`src/rtl/inst_sram_axi_bridge.sv`:
```
// Read-only bridge from the fetch stage's SRAM-like instruction port to an
// AXI read channel pair: one single-beat AR per accepted request, in-order R.
module inst_sram_axi_bridge #(
    parameter logic [3:0]  ARID            = 4'd0,
    parameter int unsigned MAX_OUTSTANDING = 2
) (
    input  logic        clk,
    input  logic        resetn,
    input  logic        inst_sram_en,
    input  logic        inst_sram_wr,
    input  logic [1:0]  inst_sram_size,
    input  logic [31:0] inst_sram_addr,
    output logic        inst_sram_addr_ok,
    output logic        inst_sram_data_ok,
    output logic [31:0] inst_sram_rdata,
    output logic [3:0]  arid,
    output logic [31:0] araddr,
    output logic [7:0]  arlen,
    output logic [2:0]  arsize,
    output logic [1:0]  arburst,
    output logic [1:0]  arlock,
    output logic [3:0]  arcache,
    output logic [2:0]  arprot,
    output logic        arvalid,
    input  logic        arready,
    input  logic [3:0]  rid,
    input  logic [31:0] rdata,
    input  logic [1:0]  rresp,
    input  logic        rlast,
    input  logic        rvalid,
    output logic        rready
);

    localparam logic [2:0] MaxCnt = 3'(MAX_OUTSTANDING);

    typedef enum logic {
        AR_IDLE = 1'b0,
        AR_BUSY = 1'b1
    } ar_state_e;

    ar_state_e   state_q, state_d;
    logic [2:0]  cnt_q, cnt_d;
    logic [31:0] araddr_q, araddr_d;
    logic [1:0]  arsize_q, arsize_d;
    logic        data_ok_q;
    logic [31:0] rdata_q;

    logic addr_ok;
    logic ar_valid;
    logic r_hs;
    logic unused_r;

    // ID, response code and last flag carry no information for single-ID,
    // single-beat reads whose data is returned regardless of outcome.
    assign unused_r = ^{rid, rresp, rlast};

    assign rready = (cnt_q != 3'd0);
    assign r_hs   = rvalid & rready;

    always_comb begin
        state_d  = state_q;
        araddr_d = araddr_q;
        arsize_d = arsize_q;
        addr_ok  = 1'b0;
        ar_valid = 1'b0;
        case (state_q)
            AR_IDLE: begin
                addr_ok = inst_sram_en & ~inst_sram_wr & (cnt_q < MaxCnt);
                if (addr_ok) begin
                    araddr_d = inst_sram_addr;
                    arsize_d = inst_sram_size;
                    state_d  = AR_BUSY;
                end
            end
            AR_BUSY: begin
                ar_valid = 1'b1;
                if (arready) begin
                    state_d = AR_IDLE;
                end
            end
            default: state_d = AR_IDLE;
        endcase
    end

    always_comb begin
        cnt_d = cnt_q;
        case ({addr_ok, r_hs})
            2'b10:   cnt_d = cnt_q + 3'd1;
            2'b01:   cnt_d = cnt_q - 3'd1;
            default: cnt_d = cnt_q;
        endcase
    end

    always_ff @(posedge clk or negedge resetn) begin
        if (!resetn) begin
            state_q   <= AR_IDLE;
            cnt_q     <= 3'd0;
            araddr_q  <= 32'd0;
            arsize_q  <= 2'd0;
            data_ok_q <= 1'b0;
            rdata_q   <= 32'd0;
        end else begin
            state_q   <= state_d;
            cnt_q     <= cnt_d;
            araddr_q  <= araddr_d;
            arsize_q  <= arsize_d;
            data_ok_q <= r_hs;
            if (r_hs) begin
                rdata_q <= rdata;
            end
        end
    end

    assign inst_sram_addr_ok = addr_ok;
    assign inst_sram_data_ok = data_ok_q;
    assign inst_sram_rdata   = rdata_q;

    assign arid    = ARID;
    assign araddr  = araddr_q;
    assign arlen   = 8'd0;
    assign arsize  = {1'b0, arsize_q};
    assign arburst = 2'b01;
    assign arlock  = 2'b00;
    assign arcache = 4'd0;
    assign arprot  = 3'd0;
    assign arvalid = ar_valid;

endmodule

```
`config.mk`:
```
export PLATFORM = sky130hd
export DESIGN_NAME = inst_sram_axi_bridge
export DESIGN_NICKNAME = d
export VERILOG_FILES = /design/src/rtl/inst_sram_axi_bridge.sv
export SDC_FILE = /design/constraint.sdc
export NUM_CORES = 1
export LEC_CHECK = 0
export BUFFER_PORTS_ARGS = -buffer_cell sky130_fd_sc_hd__buf_2
export CORE_UTILIZATION = 30
export CTS_CLUSTER_DIAMETER = 100
export DETAILED_ROUTE_END_ITERATION = 10
export HOLD_SLACK_MARGIN = 0.12
export SYNTH_ARGS = -nofsm -noshare
export SYNTH_HDL_FRONTEND = slang
export SYNTH_SLANG_ARGS = --single-unit
```
`constraint.sdc`:
```
create_clock -name clk -period 4.5 [get_ports clk]
set_input_delay 0.45 -clock clk [delete_from_list [all_inputs] [get_ports clk]]
set_output_delay 0.45 -clock clk [all_outputs]
set_load 0.02 [all_outputs]
```
==> flow_metrics.env, run 1 <==
export IMPL_grt_util_all_layers_pct=12.2
export IMPL_leakage_nw=2.16
export IMPL_r2r_start="cnt_q[2]"
export IMPL_grt_met1_usage_pct=14.9
export IMPL_clkLatencyLatePin_ns=0.34
export IMPL_finalPower_mw=2.82
export IMPL_cts_resized=0
export IMPL_synthCells=187
export IMPL_grt_max_degree=42
export IMPL_irDropWorstVdd_v=0.000315
export IMPL_grt_busiest_layer="met2"
export IMPL_critPathArrivalTime_ns=1.92
export IMPL_synth_area_sq_mm=0.00320
export IMPL_ys_flop_type="dfrtp_1"
export IMPL_dieArea_sq_mm=0.0111
export IMPL_cts_sinks=71
export IMPL_final_net_count=413
export IMPL_synthTopCellsByArea="dfrtp_1 (56%), mux2_4 (27%), buf_4 (5.6%), buf_12 (3.8%), mux2_2 (2.8%)"
export IMPL_antenna_cells=0
export IMPL_drv_slew=0
export IMPL_status="completed"
export IMPL_cts_tree="built"
export IMPL_synth_cell_types=19
export IMPL_place_gp_congestion=0.669
export IMPL_synth_warnings=0
export IMPL_htreeDepth=3
export IMPL_design_area_sq_mm=0.00409
export IMPL_fp_coreArea_sq_mm=0.0103
export IMPL_min_delay_path_class="in2async"
export IMPL_io_pins=173
export IMPL_ys_ff_latch=71
export IMPL_cp_required_ns=4.05
export IMPL_viasPerCell=4.04
export IMPL_dr_pass1_iters=4
export IMPL_layout_drive_gt1_share_pct=68.0
export IMPL_synthToLayoutAreaGrowth_pct=27.7
export IMPL_root_buffer="clkbuf_8"
export IMPL_drc=0
export IMPL_cts_hold_buf=0
export IMPL_synth_top_area_share_pct=55.6
export IMPL_antenna_found_initial=0
export IMPL_ys_seq_area_share_pct=55.6
export IMPL_cts_buffers=9
export IMPL_whs_ns=0.144
export IMPL_finalSetupTns_ns=0
export IMPL_avgSynthCellArea_sq_um=17.1
export IMPL_synth_edff_count=0
export IMPL_hpwl_um=4360
export IMPL_routedWlPerCell_um=13.4
export IMPL_numPortBuffers=141
export IMPL_initial_utilization_pct=31.0
export IMPL_grt_pass1_vias=2109
export IMPL_fp_row_count=37
export IMPL_synthArstFlopShare_pct=100
export IMPL_wirelength_um=6320
export IMPL_timing_fmax_ghz=0.422
export IMPL_vias=1911
export IMPL_fin_crit_sh_pct=52.7
export IMPL_cp_max_fo=35
export IMPL_post_route_min_period_ns=2.37
export IMPL_powerDensity_mw_per_mm2=690
export IMPL_worst_slew_pin_transition_ns=0.708
export IMPL_overflow=0
export IMPL_drt_iter0_markers=57
export IMPL_place_area_sq_mm=0.00386
export IMPL_rr_worst_depth=9
export IMPL_maxCapViolCount=0
export IMPL_cts_path_max_buffers=2
export IMPL_post_cts_buffers=0
export IMPL_slew_headroom_pct=52.8
export IMPL_reg2reg_to="cnt_q[2]"
export IMPL_grt_use_met2_pct=19.5
export IMPL_ant_nets=0
export IMPL_rsz0062_at_grt="no"
export IMPL_netlist_top_cells_count="dfrtp_1 (71), mux2_4 (58), buf_4 (24)"
export IMPL_synthMostInstantiatedCell="dfrtp_1"
export IMPL_finish_utilization_pct=39.6
export IMPL_hold_viol=0
export IMPL_grtUsageMet3_pct=3.83
export IMPL_dieWidth_um=105
export IMPL_r2r_slack_ns=2.28
export IMPL_fp_dieH_um=105
export IMPL_start_kind="flop"
export IMPL_setup_viol=0
export IMPL_path_clk_slew_ns=0.08
export IMPL_yosysTopAreaCell="dfrtp_1"
export IMPL_crit_path_end_kind="output port"
export IMPL_grt_pass1_wl_um=10300
export IMPL_clock_skew_ns=0.00569
export IMPL_worstSetupPathType="reg2out"
## cells in the final DEF (no fill, tap or decap)
master     synthesis  final
buf_2              0    141
buf_4             24      1
bufinv_16          0      2
clkbuf_8           0     10
clkinv_2           0      3
clkinv_4           0      1
conb_1             2     24
dfrtp_1           71     71
fa_1               1      1
ha_1               1      1
inv_1              5      5
inv_4              1      1
mux2_2             8      8
mux2_4            58     58
mux2i_1            1      1
nand2_2            1      1
nand2_8            1      1
nor2_1             1      1
nor4_2             1      1
o21ai_0            1      1
or3_4              1      1
xnor2_1            1      1
xor2_1             2      2
## layout make-up
class / count / area, sq um
Clock buffer: 10 / 138
Clock inverter: 6 / 83.8
Fill cell: 986 / 6240
Inverter: 6 / 25.0
Multi-Input combinational cell: 102 / 1180
Sequential cell: 71 / 1780
Tap cell: 136 / 170
Timing Repair Buffer: 142 / 713
## where the power goes
| part | switching (mW) | internal, mW | total (mW) |
|---|---|---|---|
| clock | 0.243 | 0.325 | 0.568 |
| sequential | 0.144 | 0.902 | 1.05 |
| combinational | 0.628 | 0.576 | 1.20 |
| total | 1.02 | 1.80 | 2.82 |
## metal layers
metal  share of wire, %  wire length, um
met1                 43             2710
met4                1.8              112
met2                 49             3090
met3                6.6              416
met5                  0                0
## cell families (layout without fill, tap and decap cells)
| kind of cell | count (synthesis) | count (layout) | share of synthesized area, % |
|---|---|---|---|
| buf+inv | 36 | 164 | 10.2 |
| other cells | 2 | 24 | 0.235 |
| simple gates | 5 | 5 | 1.68 |
| fa+ha+maj | 2 | 2 | 1.02 |
| flops | 71 | 71 | 55.6 |
| compound gates | 1 | 1 | 0.156 |
| xor+xnor | 3 | 3 | 0.822 |
| mux | 67 | 67 | 30.4 |
## stage by stage
| stage | instances | setup WS (ns) |
|---|---|---|
| 6_report | 473 | 2.13 |
| 5_1_grt | 473 | 1.94 |
| 4_1_cts | 473 | 2.08 |
| 3_5_place_dp | 457 | 2.28 |
| 3_3_place_gp | 457 | 2.31 |
| 2_1_floorplan | 209 | 2.47 |
## worst max path at each step
| stage | end | slack [ns] | from |
|---|---|---|---|
| after floorplan | cnt_q[2] | 2.47 | cnt_q[2] |
| after global placement | cnt_q[2] | 2.31 | cnt_q[2] |
| after detailed placement | cnt_q[2] | 2.28 | cnt_q[2] |
| after CTS | inst_sram_addr_ok | 2.08 | state_q |
| after global routing | inst_sram_addr_ok | 1.94 | state_q |
| final | inst_sram_addr_ok | 2.13 | state_q |
## registers in the layout, summed over array words and instances, names as in the netlist
register,count
arsize_q,2
inst_sram_rdata,32
araddr,32
cnt_q,3
inst_sram_data_ok,1
state_q,1
## critical path, cell delays in order, from the launching register on
cell     delay [ns]
dfrtp_1        0.41
nor4_2         0.30
nand2_2        0.12
inv_4          0.43
buf_2          0.27
(Power assumes the default switching activity.)
==> inputs of run 2 (changes only) <==
ABC_AREA = 1   (was unset)
clock period = 2.15 ns   (was 4.5 ns; I/O delays follow)
==> flow_metrics.env, run 2 <==
export IMPL_status="completed"
export IMPL_netlist_top_cells_count="nand2_1 (137), dfrtp_1 (71), nand4_1 (35)"
export IMPL_finalSetupTns_ns=0
export IMPL_grt_pass1_wl_um=13700
export IMPL_wirelength_um=8350
export IMPL_synth_warnings=0
export IMPL_numPortBuffers=141
export IMPL_drt_iter0_markers=175
export IMPL_clkLatencyLatePin_ns=0.34
export IMPL_vias=2927
export IMPL_cp_required_ns=1.93
export IMPL_min_from="inst_sram_addr[25]"
export IMPL_synth_top_family_by_area="simple AND/OR/NAND/NOR gates"
export IMPL_final_common_cell="buf_2"
export IMPL_cp_max_fo=36
export IMPL_htreeDepth=3
export IMPL_cts_buffers=9
export IMPL_critPathArrivalTime_ns=1.62
export IMPL_hpwl_um=5210
export IMPL_setup_viol=0
export IMPL_startpoint="cnt_q[2]"
export IMPL_synthAdderAreaFrac_pct=1.05
export IMPL_r2r_start="cnt_q[2]"
export IMPL_grt_pass1_vias=2727
export IMPL_cts_hold_buf=41
export IMPL_synth_top_area_share_pct=57.1
export IMPL_ant_nets=0
export IMPL_fin_crit_sh_pct=85.6
export IMPL_pre_cts_ws_ns=0.335
export IMPL_dieWidth_um=104
export IMPL_synthTopCellsByArea="dfrtp_1 (57%), nand2_1 (17%), nand4_1 (7.0%), buf_4 (5.8%), nand3_1 (5.3%)"
export IMPL_worstSetupPathType="reg2out"
export IMPL_synthSimpleGateAreaFrac_pct=30.2
export IMPL_post_cts_buffers=0
export IMPL_io_pins=173
export IMPL_initial_utilization_pct=31.4
export IMPL_whs_ns=0.141
export IMPL_synthToLayoutAreaGrowth_pct=43.6
export IMPL_synth_area_sq_mm=0.00311
export IMPL_fp_row_count=36
export IMPL_synth_edff_count=0
export IMPL_antenna_cells=0
export IMPL_cts_resized=0
export IMPL_synth_cell_types=20
export IMPL_grt_max_degree=41
export IMPL_ys_ff_latch=71
export IMPL_final_net_count=602
export IMPL_powerDensity_mw_per_mm2=1360
export IMPL_ys_seq_area_share_pct=57.1
export IMPL_yosys_area_share_xor_xnor_pct=0.282
export IMPL_yosysTopAreaCell="dfrtp_1"
export IMPL_timing_fmax_ghz=0.544
export IMPL_routedWlPerCell_um=12.7
export IMPL_drv_slew=0
export IMPL_antenna_found_initial=0
export IMPL_ys_flop_type="dfrtp_1"
export IMPL_fp_coreArea_sq_mm=0.00991
export IMPL_hold_viol=0
export IMPL_layout_drive_gt1_share_pct=32.1
export IMPL_cts_sinks=71
export IMPL_place_gp_congestion=0.784
export IMPL_synth_compound_area_share_pct=0.322
export IMPL_synthCells=344
export IMPL_final_cell_mix="buf_2 (140), nand2_1 (137), dfrtp_1 (71), dlygate4sd3_1 (41), nand4_1 (35)"
export IMPL_drc=0
export IMPL_overflow=0
export IMPL_crit_path_end_kind="output port"
export IMPL_irDropWorstVdd_v=0.000434
export IMPL_leakage_nw=2.52
export IMPL_path_clk_slew_ns=0.08
export IMPL_dieArea_sq_mm=0.0108
export IMPL_post_route_min_period_ns=1.84
export IMPL_start_kind="flop"
export IMPL_fp_dieH_um=104
export IMPL_cts_path_max_buffers=2
export IMPL_maxCapViolCount=0
export IMPL_muxShareOfSynthArea_pct=0
export IMPL_cts_tree="built"
export IMPL_clock_skew_ns=0.0125
export IMPL_dr_pass1_iters=6
export IMPL_synthMostInstantiatedCell="nand2_1"
export IMPL_rsz0062_at_grt="no"
export IMPL_setup_slack_ns=0.310
export IMPL_synthArstFlopShare_pct=100
export IMPL_grt_util_all_layers_pct=15.7
export IMPL_viasPerCell=4.44
export IMPL_root_buffer="clkbuf_8"
export IMPL_min_delay_path_class="in2reg"
export IMPL_avgSynthCellArea_sq_um=9.04
-- run 2: layout make-up --
cell class	count	area, sq um
clock buffer	11	131
multi-input combinational	239	1080
clock inverter	5	82.6
inverter	10	37.5
tap	133	166
fill	976	5440
timing repair buffer	190	1190
sequential	71	1780
-- run 2: worst paths after layout --
path                                       endpoint  slack [ns]  cells past startpoint
worst max-delay path              inst_sram_addr_ok        0.31                      5
worst min-delay path                     araddr[25]        0.14                      3
worst max register to register             cnt_q[1]        0.33                      8
worst min register to register  inst_sram_rdata[16]        0.47                      2
max in group asynchronous        inst_sram_rdata[4]        1.20                      3
min in group asynchronous                araddr[26]        0.37                      2
-- run 2: worst max-delay path, cell delays in order (launching register included) --
cell and delay, ns:
dfrtp_1 0.42, nor2_4 0.24, nand3_2 0.12, buf_4 0.27
inv_1 0.08, buf_2 0.15
-- run 2: where the power goes --
part	leakage, nW	internal, mW	switching (mW)
combinational	1.54	0.858	1.82
sequential	0.879	1.92	0.318
clock	0.107	0.657	0.490
-- run 2: cells by family (layout without fill, tap and decap cells) --
| group | count (synthesis) | count (layout) |
|---|---|---|
| other cells | 2 | 24 |
| compound gates | 2 | 2 |
| simple gates | 210 | 210 |
| flops | 71 | 71 |
| xor+xnor | 1 | 1 |
| fa+ha+maj | 2 | 2 |
| buf+inv | 56 | 216 |
-- run 2: layer usage --
metal | vias to the layer above | wire [um] | track usage, % | part of all wire (%)
li1 | 1425 | - | - | -
met1 | 1352 | 3960 | 21.6 | 47
met2 | 137 | 3680 | 24.0 | 44
met3 | 13 | 591 | 3.96 | 7.1
met4 | 0 | 123 | 5.51 | 1.5
met5 | - | 0 | 0 | 0
-- run 2: through the flow --
step                std cells  utilization, %  instance area (sq um)  total power [mW]
CTS                       659            45.1                   4470              6.14
detailed placement        602            38.8                   3840              4.90
global placement          602            38.8                   3840              4.85
finish                    659            45.1                   4470              6.06
global route              659            45.1                   4470              6.50
floorplan                 366               -                   3190              4.00
==> inputs of run 3 (changes only) <==
BUFFER_PORTS_ARGS = unset   (was -buffer_cell sky130_fd_sc_hd__buf_2)
DONT_BUFFER_PORTS = 1   (was unset)
clock period = 2 ns   (was 2.15 ns; I/O delays follow)
==> flow_metrics.env, run 3 <==
export IMPL_place_gp_congestion=0.762
export IMPL_synth_area_sq_mm=0.00311
export IMPL_synthArstFlopShare_pct=100
export IMPL_cts_buffers=9
export IMPL_cts_hold_buf=101
export IMPL_initial_utilization_pct=31.4
export IMPL_post_cts_buffers=0
export IMPL_ys_seq_area_share_pct=57.1
export IMPL_fp_dieH_um=104
export IMPL_cts_path_max_buffers=2
export IMPL_status="did not finish"
export IMPL_place_area_sq_mm=0.00312
export IMPL_synth_warnings=0
export IMPL_fp_row_count=36
export IMPL_synth_cell_types=20
export IMPL_io_pins=173
export IMPL_ys_flop_type="dfrtp_1"
export IMPL_synth_edff_count=0
export IMPL_netlist_top_cells_count="nand2_1 (137), dfrtp_1 (71), nand4_1 (35)"
export IMPL_synthMostInstantiatedCell="nand2_1"
export IMPL_root_buffer="clkbuf_8"
export IMPL_synthCells=344
export IMPL_cts_resized=0
export IMPL_error="[ERROR RSZ-0060] Max buffer count reached."
export IMPL_numPortBuffers=0
export IMPL_lastStage="clock tree synthesis"
export IMPL_hpwl_um=4680
export IMPL_htreeDepth=3
export IMPL_synth_top_area_share_pct=57.1
export IMPL_synthTopCellsByArea="dfrtp_1 (57%), nand2_1 (17%), nand4_1 (7.0%), buf_4 (5.8%), nand3_1 (5.3%)"
export IMPL_avgSynthCellArea_sq_um=9.04
export IMPL_ys_ff_latch=71
export IMPL_dieWidth_um=104
export IMPL_cts_sinks=71
export IMPL_yosysTopAreaCell="dfrtp_1"
run 3: cell counts after synthesis:
No cell type changed its count.
run 3: metrics by stage:
step | util [%] | std cells | hold slack [ns] | worst slack [ns]
floorplan | - | 366 | -0.0956 | 0.109
global placement | 31.5 | 461 | -0.0940 | 0.285
detailed placement | 31.5 | 461 | -0.0939 | 0.206
run 3: kinds of logic after synthesis:
| family | count (synthesis) | share of synthesized area (%) |
|---|---|---|
| buffers and inverters | 56 | 10.8 |
| other | 2 | 0.242 |
| AND/OR/NAND/NOR | 210 | 30.2 |
| XOR/XNOR | 1 | 0.282 |
| AO/OA/AOI/OAI | 2 | 0.322 |
| adder cells (fa/ha/maj) | 2 | 1.05 |
| flip-flops | 71 | 57.1 |
==> inputs of run 4 (changes only) <==
CORE_UTILIZATION = 20   (was 30)
CTS_CLUSTER_DIAMETER = unset   (was 100)
HOLD_SLACK_MARGIN = unset   (was 0.12)
PLACE_DENSITY_LB_ADDON = 0.15   (was unset)
==> flow_metrics.env, run 4 (synthesized netlist as in run 2, its figures left out) <==
export IMPL_powerDensity_mw_per_mm2=1560
export IMPL_viasPerCell=4.29
export IMPL_htreeDepth=3
export IMPL_grt_max_degree=72
export IMPL_hpwl_um=5300
export IMPL_cts_buffers=9
export IMPL_antenna_cells=0
export IMPL_antenna_found_initial=0
export IMPL_cts_path_max_buffers=2
export IMPL_post_cts_buffers=0
export IMPL_p_switching_mw=2.81
export IMPL_cellInternalPower_mw=3.48
export IMPL_cts_tree="built"
export IMPL_place_gp_congestion=0.656
export IMPL_reg2reg_to="inst_sram_rdata[23]"
export IMPL_place_area_sq_mm=0.00319
export IMPL_final_net_count=475
export IMPL_finalSetupTns_ns=0
export IMPL_final_cell_mix="nand2_1 (137), dfrtp_1 (71), dlygate4sd3_1 (54), nand4_1 (35), nand3_1 (33)"
export IMPL_final_common_cell="nand2_1"
export IMPL_vias=2513
export IMPL_path_clk_slew_ns=0.06
export IMPL_r2r_start="cnt_q[2]"
export IMPL_pre_cts_ws_ns=0.318
export IMPL_cp_max_fo=33
export IMPL_drt_iter0_markers=104
export IMPL_whs_ns=0.0149
export IMPL_min_delay_path_class="in2reg"
export IMPL_worstSetupPathType="reg2reg"
export IMPL_drc=0
export IMPL_setup_viol=0
export IMPL_min_to="inst_sram_rdata[17]"
export IMPL_worstPathCellList="nor2_4, nand2_2, buf_4, nand3_1, dlygate4sd3_1, nand2_1"
export IMPL_ant_nets=0
export IMPL_layout_drive_gt1_share_pct=7.29
export IMPL_netSwitchingFraction_pct=44.7
export IMPL_maxCapViolCount=0
export IMPL_overflow=0
export IMPL_rr_worst_depth=6
export IMPL_clock_skew_ns=0.00422
export IMPL_fp_row_count=45
export IMPL_root_buffer="clkbuf_16"
export IMPL_irDropWorstVdd_v=0.000491
export IMPL_setup_slack_ns=0.226
export IMPL_slowest_delay_ns=0.60
export IMPL_status="completed"
export IMPL_timing_fmax_ghz=0.564
export IMPL_wirelength_um=9000
export IMPL_drv_slew=0
export IMPL_hold_viol=0
export IMPL_p_clk_share_pct=23.4
export IMPL_r2r_slack_ns=0.23
export IMPL_post_route_min_period_ns=1.77
export IMPL_rsz0062_at_grt="no"
export IMPL_dieArea_sq_mm=0.0160
export IMPL_leakage_nw=1.99
export IMPL_design_area_sq_mm=0.00402
export IMPL_fp_coreArea_sq_mm=0.0152
export IMPL_crit_path_end_kind="flop"
export IMPL_finalPower_mw=6.29
export IMPL_io_pins=173
export IMPL_grt_util_all_layers_pct=11.6
export IMPL_slowest_stage="dlygate4sd3_1"
export IMPL_numPortBuffers=0
export IMPL_seqPwrFrac_pct=52.5
export IMPL_start_kind="flop"
export IMPL_min_path_cells=2
export IMPL_synthToLayoutAreaGrowth_pct=29.4
export IMPL_dieWidth_um=127
export IMPL_cts_resized=0
export IMPL_fin_crit_sh_pct=88.7
export IMPL_clkLatencyLatePin_ns=0.33
export IMPL_grt_pass1_wl_um=14100
export IMPL_min_from="rdata[17]"
export IMPL_initial_utilization_pct=20.5
export IMPL_dr_pass1_iters=3
export IMPL_fp_dieH_um=127
export IMPL_critPathArrivalTime_ns=2.05
export IMPL_routedWlPerCell_um=15.4
export IMPL_grt_pass1_vias=2580
export IMPL_cp_required_ns=2.28
export IMPL_cts_sinks=71
export IMPL_combPwrFrac_pct=24.1
export IMPL_cts_hold_buf=54
[run 4: worst max path at each step]
stage / start / to / slack [ns] / cells past startpoint
6_report: cnt_q[2] / inst_sram_rdata[23] / 0.23 / 6
5_1_grt: cnt_q[2] / inst_sram_rdata[23] / 0.07 / 6
4_1_cts: cnt_q[2] / inst_sram_rdata[4] / 0.24 / 6
3_5_place_dp: cnt_q[2] / cnt_q[2] / 0.32 / 11
3_3_place_gp: cnt_q[2] / cnt_q[1] / 0.35 / 8
2_1_floorplan: cnt_q[2] / cnt_q[1] / 0.11 / 9
[run 4: power groups by stage]
| stage | clock (mW) | combinational, mW | sequential (mW) |
|---|---|---|---|
| after floorplan | 0 | 1.13 | 3.18 |
| after global placement | 0 | 1.32 | 3.34 |
| after detailed placement | 0 | 1.35 | 3.33 |
| after CTS | 1.55 | 1.54 | 3.32 |
| after global routing | 1.60 | 1.77 | 3.39 |
| final | 1.47 | 1.51 | 3.31 |
[run 4: cell type report]
class                           instances  area, sq um
Fill cell                            1634        11200
Multi-Input combinational cell        239         1080
Timing Repair Buffer                   63          628
Inverter                               10         37.5
Tap cell                              188          235
Clock buffer                           11          243
Clock inverter                          4         22.5
Sequential cell                        71         1780
[run 4: worst max-delay path: cells and delay by family (launching register included)]
family	cells	cell delay (ns)
buffers and inverters	2	0.95
DFF	1	0.41
and+or+nand+nor	4	0.35
[run 4: metrics by stage]
| step | instances | utilization [%] |
|---|---|---|
| after detailed placement | 516 | 21.0 |
| after global placement | 516 | 21.0 |
| final | 586 | 26.5 |
| after CTS | 585 | 26.4 |
| after floorplan | 366 | - |
| after global routing | 586 | 26.5 |
[run 4: metal layers]
| layer | vias up | global-route usage [%] | share of wire [%] |
|---|---|---|---|
| li1 | 1170 | - | - |
| met1 | 1214 | 12.6 | 41 |
| met2 | 119 | 19.7 | 47 |
| met3 | 10 | 5.61 | 11 |
| met4 | 0 | 4.20 | 1.4 |
| met5 | - | 0 | 0 |
